==> config.mk <==
export PLATFORM = sky130hd
export DESIGN_NAME = alkmdseq_flat
export DESIGN_NICKNAME = d
export VERILOG_FILES = /design/src/rtl/alkmdseq_pkg.sv /design/src/rtl/alkmdseq_if.sv /design/src/rtl/alkmdseq_cnt.sv /design/src/rtl/alkmdseq.sv /design/src/flat_wrapper.sv
export SDC_FILE = /design/constraint.sdc
export NUM_CORES = 1
export LEC_CHECK = 0
export CELL_PAD_IN_SITES_DETAIL_PLACEMENT = 0
export CELL_PAD_IN_SITES_GLOBAL_PLACEMENT = 2
export CORE_MARGIN = 1.5
export CORE_UTILIZATION = 32
export DETAILED_ROUTE_END_ITERATION = 7
export HOLD_SLACK_MARGIN = 0.08
export PLACE_DENSITY = 0.79
export SYNTH_ARGS = -nofsm -noshare
export SYNTH_HDL_FRONTEND = slang
export SYNTH_HIERARCHICAL = 1
export SYNTH_SLANG_ARGS = --single-unit
==> constraint.sdc <==
create_clock -name qdclk_l -period 9 [get_ports qdclk_l]
set_input_delay 2.7 -clock qdclk_l [delete_from_list [all_inputs] [get_ports qdclk_l]]
set_output_delay 2.7 -clock qdclk_l [all_outputs]
set_load 0.02 [all_outputs]
==> src/rtl/alkmdseq_pkg.sv <==
// rtl/alkmdseq_pkg.sv - shared types and constants for the ALK multiply/divide step sequencer
package alk_pkg;

    // Iterations per MUL/DIV operation unless the instance overrides it
    localparam int STEPS_DEF = 32;

    typedef enum logic [2:0] {
        ST_IDLE  = 3'd0,
        ST_MUL   = 3'd1,
        ST_DIV   = 3'd2,
        ST_FIXUP = 3'd3,
        ST_DONE  = 3'd4
    } state_t;

    // ALU operation select issued each step
    localparam logic [1:0] ALU_PASS = 2'b00;
    localparam logic [1:0] ALU_ADD  = 2'b01;
    localparam logic [1:0] ALU_SUB  = 2'b10;

endpackage

==> src/rtl/alkmdseq_if.sv <==
// rtl/alkmdseq_if.sv - microcode/ALU handshake bundle between the sequencer and its neighbours
//
// master : microsequencer/ALU side (drives requests, MQ LSB and ALKC flag)
// slave  : the step sequencer (drives ALU op select, strobes and status)
interface alkmdseq_if;
    logic start_mul_h;
    logic start_div_h;
    logic divz_h;
    logic abort_h;
    logic mq_lsb_h;
    logic alkc_flag_h;

    logic alpctl_mul_l;
    logic alu_add_h;
    logic alu_sub_h;
    logic q_bit_h;
    logic step_h;
    logic busy_h;
    logic stall_l;
    logic done_h;
    logic ovf_h;
    logic err_h;

    modport master (
        output start_mul_h, start_div_h, divz_h, abort_h, mq_lsb_h, alkc_flag_h,
        input  alpctl_mul_l, alu_add_h, alu_sub_h, q_bit_h, step_h,
               busy_h, stall_l, done_h, ovf_h, err_h
    );

    modport slave (
        input  start_mul_h, start_div_h, divz_h, abort_h, mq_lsb_h, alkc_flag_h,
        output alpctl_mul_l, alu_add_h, alu_sub_h, q_bit_h, step_h,
               busy_h, stall_l, done_h, ovf_h, err_h
    );
endinterface

==> src/rtl/alkmdseq_cnt.sv <==
// rtl/alkmdseq_cnt.sv - loadable CW-bit step down-counter with zero flag
//
// clk        : clock
// rst        : asynchronous reset, active high (count -> 0)
// clr_i      : synchronous clear (abort), highest priority
// load_i     : load load_val_i
// dec_i      : decrement; holds at zero, never wraps
// load_val_i : value loaded on load_i
// cnt_o      : current count
// zero_o     : count == 0
module alkmdcnt #(
    parameter int CW = 6
) (
    input  logic          clk,
    input  logic          rst,
    input  logic          clr_i,
    input  logic          load_i,
    input  logic          dec_i,
    input  logic [CW-1:0] load_val_i,
    output logic [CW-1:0] cnt_o,
    output logic          zero_o
);

    logic [CW-1:0] cnt_q;
    logic [CW-1:0] cnt_d;

    always_comb begin
        cnt_d = cnt_q;
        if (clr_i) begin
            cnt_d = '0;
        end else if (load_i) begin
            cnt_d = load_val_i;
        end else if (dec_i && (cnt_q != '0)) begin
            cnt_d = cnt_q - 1'b1;
        end
    end

    always_ff @(posedge clk or posedge rst) begin
        if (rst) begin
            cnt_q <= '0;
        end else begin
            cnt_q <= cnt_d;
        end
    end

    assign cnt_o  = cnt_q;
    assign zero_o = (cnt_q == '0);

endmodule

==> src/rtl/alkmdseq.sv <==
// rtl/alkmdseq.sv - ALK multiply/divide step sequencer feeding the ALKC carry flag
//
// qdclk_l : clock, all state updates on its rising edge
// reset_h : asynchronous reset, active high
// bus     : alkmdseq_if.slave
//   in : start_mul_h, start_div_h, divz_h, abort_h, mq_lsb_h, alkc_flag_h
//   out: alpctl_mul_l, alu_add_h, alu_sub_h, q_bit_h, step_h,
//        busy_h, stall_l, done_h, ovf_h, err_h
//
// The ALU op must react to alkc_flag_h within the same cycle (the flag
// reflects the step issued one cycle earlier), so the op select and quotient
// bit are decoded from the registered state plus the live flag/MQ LSB.
module alkmdseq
    import alk_pkg::*;
#(
    parameter int STEPS = STEPS_DEF,
    parameter int CW    = 6
) (
    input  logic        qdclk_l,
    input  logic        reset_h,
    alkmdseq_if.slave   bus
);

    state_t        state_q;
    logic          last_sub_q;   // op issued by the previous DIV step was SUB
    logic          first_q;      // current DIV cycle is the first step
    logic          ovf_q;        // DONE was reached through divide-by-zero
    logic          err_q;        // both starts seen in IDLE last cycle

    logic [CW-1:0] cnt;
    logic          cnt_zero;
    logic          cnt_load;
    logic          cnt_dec;

    logic          neg;
    logic [1:0]    alu_op;
    logic          req_mul;
    logic          req_div;
    logic          req_divz;

    // Requests are only meaningful in IDLE; both at once is an error, not a start
    assign req_mul  = (state_q == ST_IDLE) && bus.start_mul_h && !bus.start_div_h;
    assign req_div  = (state_q == ST_IDLE) && bus.start_div_h && !bus.start_mul_h && !bus.divz_h;
    assign req_divz = (state_q == ST_IDLE) && bus.start_div_h && !bus.start_mul_h &&  bus.divz_h;

    // Partial remainder sign: a borrow after SUB, or no carry after ADD, means negative
    assign neg = last_sub_q ? bus.alkc_flag_h : ~bus.alkc_flag_h;

    always_comb begin
        alu_op = ALU_PASS;
        case (state_q)
            ST_MUL:   if (bus.mq_lsb_h) alu_op = ALU_ADD;
            ST_DIV:   alu_op = (first_q || !neg) ? ALU_SUB : ALU_ADD;
            ST_FIXUP: if (neg) alu_op = ALU_ADD;
            default:  alu_op = ALU_PASS;
        endcase
    end

    assign cnt_load = !bus.abort_h && (req_mul || req_div);
    assign cnt_dec  = !bus.abort_h && ((state_q == ST_MUL) || (state_q == ST_DIV)) && !cnt_zero;

    alkmdcnt #(
        .CW (CW)
    ) u_cnt (
        .clk        (qdclk_l),
        .rst        (reset_h),
        .clr_i      (bus.abort_h),
        .load_i     (cnt_load),
        .dec_i      (cnt_dec),
        .load_val_i (CW'(STEPS - 1)),
        .cnt_o      (cnt),
        .zero_o     (cnt_zero)
    );

    always_ff @(posedge qdclk_l or posedge reset_h) begin
        if (reset_h) begin
            state_q    <= ST_IDLE;
            last_sub_q <= 1'b0;
            first_q    <= 1'b0;
            ovf_q      <= 1'b0;
            err_q      <= 1'b0;
        end else if (bus.abort_h) begin
            state_q    <= ST_IDLE;
            last_sub_q <= 1'b0;
            first_q    <= 1'b0;
            ovf_q      <= 1'b0;
            err_q      <= 1'b0;
        end else begin
            err_q <= 1'b0;
            case (state_q)
                ST_IDLE: begin
                    err_q <= bus.start_mul_h && bus.start_div_h;
                    if (req_mul) begin
                        state_q <= ST_MUL;
                    end else if (req_div) begin
                        state_q <= ST_DIV;
                        first_q <= 1'b1;
                    end else if (req_divz) begin
                        state_q <= ST_DONE;
                        ovf_q   <= 1'b1;
                    end
                end
                ST_MUL: begin
                    if (cnt_zero) state_q <= ST_DONE;
                end
                ST_DIV: begin
                    first_q    <= 1'b0;
                    last_sub_q <= (alu_op == ALU_SUB);
                    if (cnt_zero) state_q <= ST_FIXUP;
                end
                ST_FIXUP: begin
                    state_q <= ST_DONE;
                end
                ST_DONE: begin
                    state_q <= ST_IDLE;
                    ovf_q   <= 1'b0;
                end
                default: begin
                    state_q <= ST_IDLE;
                end
            endcase
        end
    end

    assign bus.alu_add_h    = (alu_op == ALU_ADD);
    assign bus.alu_sub_h    = (alu_op == ALU_SUB);
    assign bus.alpctl_mul_l = !((state_q == ST_MUL) || (state_q == ST_DIV));
    assign bus.step_h       = (state_q == ST_MUL) || (state_q == ST_DIV);
    // Quotient bit belongs to the step issued in the previous cycle
    assign bus.q_bit_h      = ((state_q == ST_DIV) && !first_q) || (state_q == ST_FIXUP) ? ~neg : 1'b0;
    assign bus.busy_h       = (state_q == ST_MUL) || (state_q == ST_DIV) || (state_q == ST_FIXUP);
    assign bus.stall_l      = !bus.busy_h;
    assign bus.done_h       = (state_q == ST_DONE);
    assign bus.ovf_h        = (state_q == ST_DONE) && ovf_q;
    assign bus.err_h        = err_q;

    always @(posedge qdclk_l) begin
        if (!reset_h) begin
            assert (!(bus.alu_add_h && bus.alu_sub_h))
                else $error("alkmdseq: alu_add_h and alu_sub_h both high");
        end
    end

endmodule

==> src/flat_wrapper.sv <==
// flat-port wrapper written by rule: the top's interface ports become plain ports
module alkmdseq_flat import alk_pkg::*;
#(
    parameter int STEPS = STEPS_DEF,
    parameter int CW    = 6
)
  (qdclk_l, reset_h, bus_start_mul_h, bus_start_div_h, bus_divz_h, bus_abort_h, bus_mq_lsb_h, bus_alkc_flag_h, bus_alpctl_mul_l, bus_alu_add_h, bus_alu_sub_h, bus_q_bit_h, bus_step_h, bus_busy_h, bus_stall_l, bus_done_h, bus_ovf_h, bus_err_h);
  alkmdseq_if bus_i ();
  input  logic qdclk_l;
  input  logic reset_h;
  input wire logic [$bits(bus_i.start_mul_h)-1:0] bus_start_mul_h;
  input wire logic [$bits(bus_i.start_div_h)-1:0] bus_start_div_h;
  input wire logic [$bits(bus_i.divz_h)-1:0] bus_divz_h;
  input wire logic [$bits(bus_i.abort_h)-1:0] bus_abort_h;
  input wire logic [$bits(bus_i.mq_lsb_h)-1:0] bus_mq_lsb_h;
  input wire logic [$bits(bus_i.alkc_flag_h)-1:0] bus_alkc_flag_h;
  output wire logic [$bits(bus_i.alpctl_mul_l)-1:0] bus_alpctl_mul_l;
  output wire logic [$bits(bus_i.alu_add_h)-1:0] bus_alu_add_h;
  output wire logic [$bits(bus_i.alu_sub_h)-1:0] bus_alu_sub_h;
  output wire logic [$bits(bus_i.q_bit_h)-1:0] bus_q_bit_h;
  output wire logic [$bits(bus_i.step_h)-1:0] bus_step_h;
  output wire logic [$bits(bus_i.busy_h)-1:0] bus_busy_h;
  output wire logic [$bits(bus_i.stall_l)-1:0] bus_stall_l;
  output wire logic [$bits(bus_i.done_h)-1:0] bus_done_h;
  output wire logic [$bits(bus_i.ovf_h)-1:0] bus_ovf_h;
  output wire logic [$bits(bus_i.err_h)-1:0] bus_err_h;
  assign bus_i.start_mul_h = bus_start_mul_h;
  assign bus_i.start_div_h = bus_start_div_h;
  assign bus_i.divz_h = bus_divz_h;
  assign bus_i.abort_h = bus_abort_h;
  assign bus_i.mq_lsb_h = bus_mq_lsb_h;
  assign bus_i.alkc_flag_h = bus_alkc_flag_h;
  assign bus_alpctl_mul_l = bus_i.alpctl_mul_l;
  assign bus_alu_add_h = bus_i.alu_add_h;
  assign bus_alu_sub_h = bus_i.alu_sub_h;
  assign bus_q_bit_h = bus_i.q_bit_h;
  assign bus_step_h = bus_i.step_h;
  assign bus_busy_h = bus_i.busy_h;
  assign bus_stall_l = bus_i.stall_l;
  assign bus_done_h = bus_i.done_h;
  assign bus_ovf_h = bus_i.ovf_h;
  assign bus_err_h = bus_i.err_h;
  alkmdseq #(.STEPS(STEPS), .CW(CW)) u_core (.qdclk_l(qdclk_l), .reset_h(reset_h), .bus(bus_i));
endmodule
==> impl_metrics.py <==
metrics = {
    "status": {
        "status": "completed",
    },
    "clocking": {
        "cts_buffer_depth": 2,
        "path_clk_slew_ns": 0.08,
        "clock-root-buffer": "clkbuf_4",
        "clock-sinks": 13,
        "post_cts_buffers": 0,
        "cts_made_buffers": 3,
        "cts_hold_buf": 0,
        "postCtsResizedCells": 0,
        "clk_latency_ns": 0.27,
        "h-tree-depth": 1,
        "cts_tree": "done",
    },
    "worst_setup_path": {
        "timing.rr.end": "u_core/u_cnt/cnt_o[5]$_DFFE_PP0P_",
        "rrSetupSlack_ns": 5.70,
        "worstSetupPathType": "in2out",
        "slowest_stage": "clkdlybuf4s50_1",
        "worstPathRequired_ns": 6.30,
        "cp-end-kind": "output pin",
        "worstPathCellList": "clkdlybuf4s50_1, xnor2_1, nand3_1, a21oi_1, clkdlybuf4s50_1",
        "crit_start": "bus_alkc_flag_h",
        "max_stage_delay_ns": 0.62,
        "cp-start-kind": "primary input",
        "reg2reg_depth": 8,
        "worstPathMaxFanout": 3,
        "cpMostUsedCell": "clkdlybuf4s50_1",
        "reg2reg_from": "u_core/u_cnt/cnt_o[0]$_DFFE_PP0P_",
        "crit_arrival_ns": 4.28,
    },
    "global_routing": {
        "antenna_found_initial": 0,
        "grt_pass1_wl_mm": 3.57,
        "grtUsageTotal_pct": 14.3,
        "grt_max_degree": 16,
        "grt_pass1_vias": 783,
        "grt_overflow": 0,
    },
    "placed_design": {
        "gp_congestion": 0.707,
        "dp_hpwl_mm": 1.55,
        "port_buffers": 17,
        "placed_cells": 152,
        "dpl-instance-area_um2": 1120,
    },
    "layout": {
        "final_cell_mix": "17 x clkdlybuf4s50_1, 15 x inv_1, 13 x dfrtp_1",
        "final_nets": 136,
        "design_area_um2": 1140,
        "antennaDiodeCount": 0,
        "drive_gt1_share_pct": 6.40,
        "fill_cells": 282,
        "stdcell_count": 156,
        "syn2layout_area_growth_pct": 21.4,
        "final_common_cell": "clkdlybuf4s50_1",
    },
    "timing": {
        "finClkSkew_ns": 0.00356,
        "tns_ns": 0,
        "min_period_over_period_pct": 77.6,
        "finalSetupViolCount": 0,
        "hold_violations": 0,
        "timing.fmax_ghz": 0.143,
        "slew_viol_final": 0,
        "tightest_slew_ns": 0.803,
        "post-route-min-period_ns": 6.98,
        "max_slew_margin_pct": 46.0,
        "rsz0062_at_grt": "false",
    },
    "min_path": {
        "hold_end": "u_core/ovf_q$_DFFE_PP0P_",
        "hold_path.class": "reg2reg",
        "hold_depth": 2,
        "min-delay-start": "u_core/ovf_q$_DFFE_PP0P_",
    },
    "die": {
        "core.rowCount": 19,
        "start_util_pct": 33.9,
        "die_area_um2": 3280,
        "io_pins": 18,
        "die_h_um": 57.3,
        "core_area_um2": 2780,
        "dieWidth_um": 57.3,
    },
    "logic_synthesis": {
        "synth.distinct_cells": 43,
        "async_reset_ff_share_pct": 100,
        "synthCells": 107,
        "synth_edf_count": 0,
        "ys.flop_type": "dfrtp_1",
        "synth.largest_area_cell": "dfrtp_1",
        "yosys.area.top_type_share_pct": 34.5,
        "synth_area_per_cell_um2": 8.82,
        "synth-seq-cells": 13,
        "yosys_warnings": 6,
        "synthTopCellsByArea": "dfrtp_1 34%, inv_1 6.0%, o211ai_1 4.0%",
        "syn_area_um2": 943,
        "seq_area_frac_synth_pct": 34.5,
    },
    "detailed_routing": {
        "wl_mm": 2.14,
        "drtPass1Iterations": 4,
        "wire_per_inst_um": 13.7,
        "drc": 0,
        "viasPerCell": 5.21,
        "initialDrtViolationCount": 13,
        "ant_nets": 0,
        "vias": 812,
    },
    "flow_run": {
        "cap_violations": 0,
    },
    "pwr": {
        "ir_worst_vdd_v": 0.0000837,
        "p_leak_nw": 0.501,
        "power-per-cell-area_nw_per_um2": 145,
    },
}
## Yosys cell counts, drive strengths merged, types with 2 or more instances
library cell  number
o21ai              2
nor3b              2
ha                 2
a21boi             2
o21a               2
inv               15
nor4               2
nand2b             2
a221oi             3
and3               2
and4               2
a21oi              4
nand2              4
conb               2
clkbuf             3
o211ai             5
dfrtp             13
nor3               5
or4b               3
nor4bb             2
nor2              10
buf                4
## layer usage
| layer | vias to the layer above | GRT usage, % | routed length, um |
|---|---|---|---|
| li1 | 409 | - | - |
| met1 | 384 | 17.3 | 1020 |
| met2 | 17 | 24.3 | 1020 |
| met3 | 2 | 3.40 | 67 |
| met4 | 0 | 5.98 | 27 |
| met5 | - | 0 | 0 |
## where the power goes
group          total [mW]  switching (mW)  internal (mW)
combinational      0.0577          0.0317         0.0260
clock              0.0358          0.0187         0.0172
sequential         0.0721         0.00887         0.0632
## state kept, by name, summed over array words and instances (netlist names)
name                flops
u_core/ovf_q            1
u_core/state_q          3
u_core/u_cnt/cnt_o      6
u_core/first_q          1
u_core/last_sub_q       1
u_core/bus.err_h        1
## worst max path at each step
stage	to	slack (ns)	cells after the start
floorplan	bus_q_bit_h	2.74	2
global placement	bus_alu_add_h	2.07	5
detailed placement	bus_alu_add_h	2.01	5
CTS	bus_alu_add_h	2.00	5
global route	bus_alu_add_h	1.93	5
finish	bus_alu_add_h	2.02	5
## cell type report
| type | count | area (um2) | area share, % |
|---|---|---|---|
| Multi-Input combinational cell | 76 | 528 | 46.1 |
| Sequential cell | 13 | 325 | 28.4 |
| Timing Repair Buffer | 17 | 170 | 14.9 |
| Inverter | 15 | 56.3 | 4.92 |
| Tap cell | 31 | 38.8 | 3.39 |
| Clock buffer | 4 | 26.3 | 2.30 |
## cell families after synthesis
group	Yosys count	synth area share, %
AO/OA/AOI/OAI	23	17.6
XOR/XNOR	2	1.86
adder cells (fa/ha/maj)	2	2.65
buffers and inverters	22	11.1
flip-flops	13	34.5
multiplexers	1	1.06
other	2	0.796
AND/OR/NAND/NOR	42	30.4
## worst max-delay path, delay by kind of cell
kind / cells / cell delay, ns
XOR/XNOR: 1 / 0.26
AO/OA/AOI/OAI: 1 / 0.15
buffers and inverters: 2 / 1.07
AND/OR/NAND/NOR: 1 / 0.11
## per-stage QoR
stage / worst slack, ns / utilization (%) / hold WS (ns) / total power, mW
after floorplan: 2.74 / - / 0.485 / 0.112
after global placement: 2.07 / 40.2 / 0.510 / 0.130
after detailed placement: 2.01 / 40.2 / 0.515 / 0.131
after CTS: 2.00 / 41.2 / 0.528 / 0.169
after global routing: 1.93 / 41.2 / 0.551 / 0.178
final: 2.02 / 41.2 / 0.526 / 0.166
No activity file was read; power rests on OpenSTA's default activity.
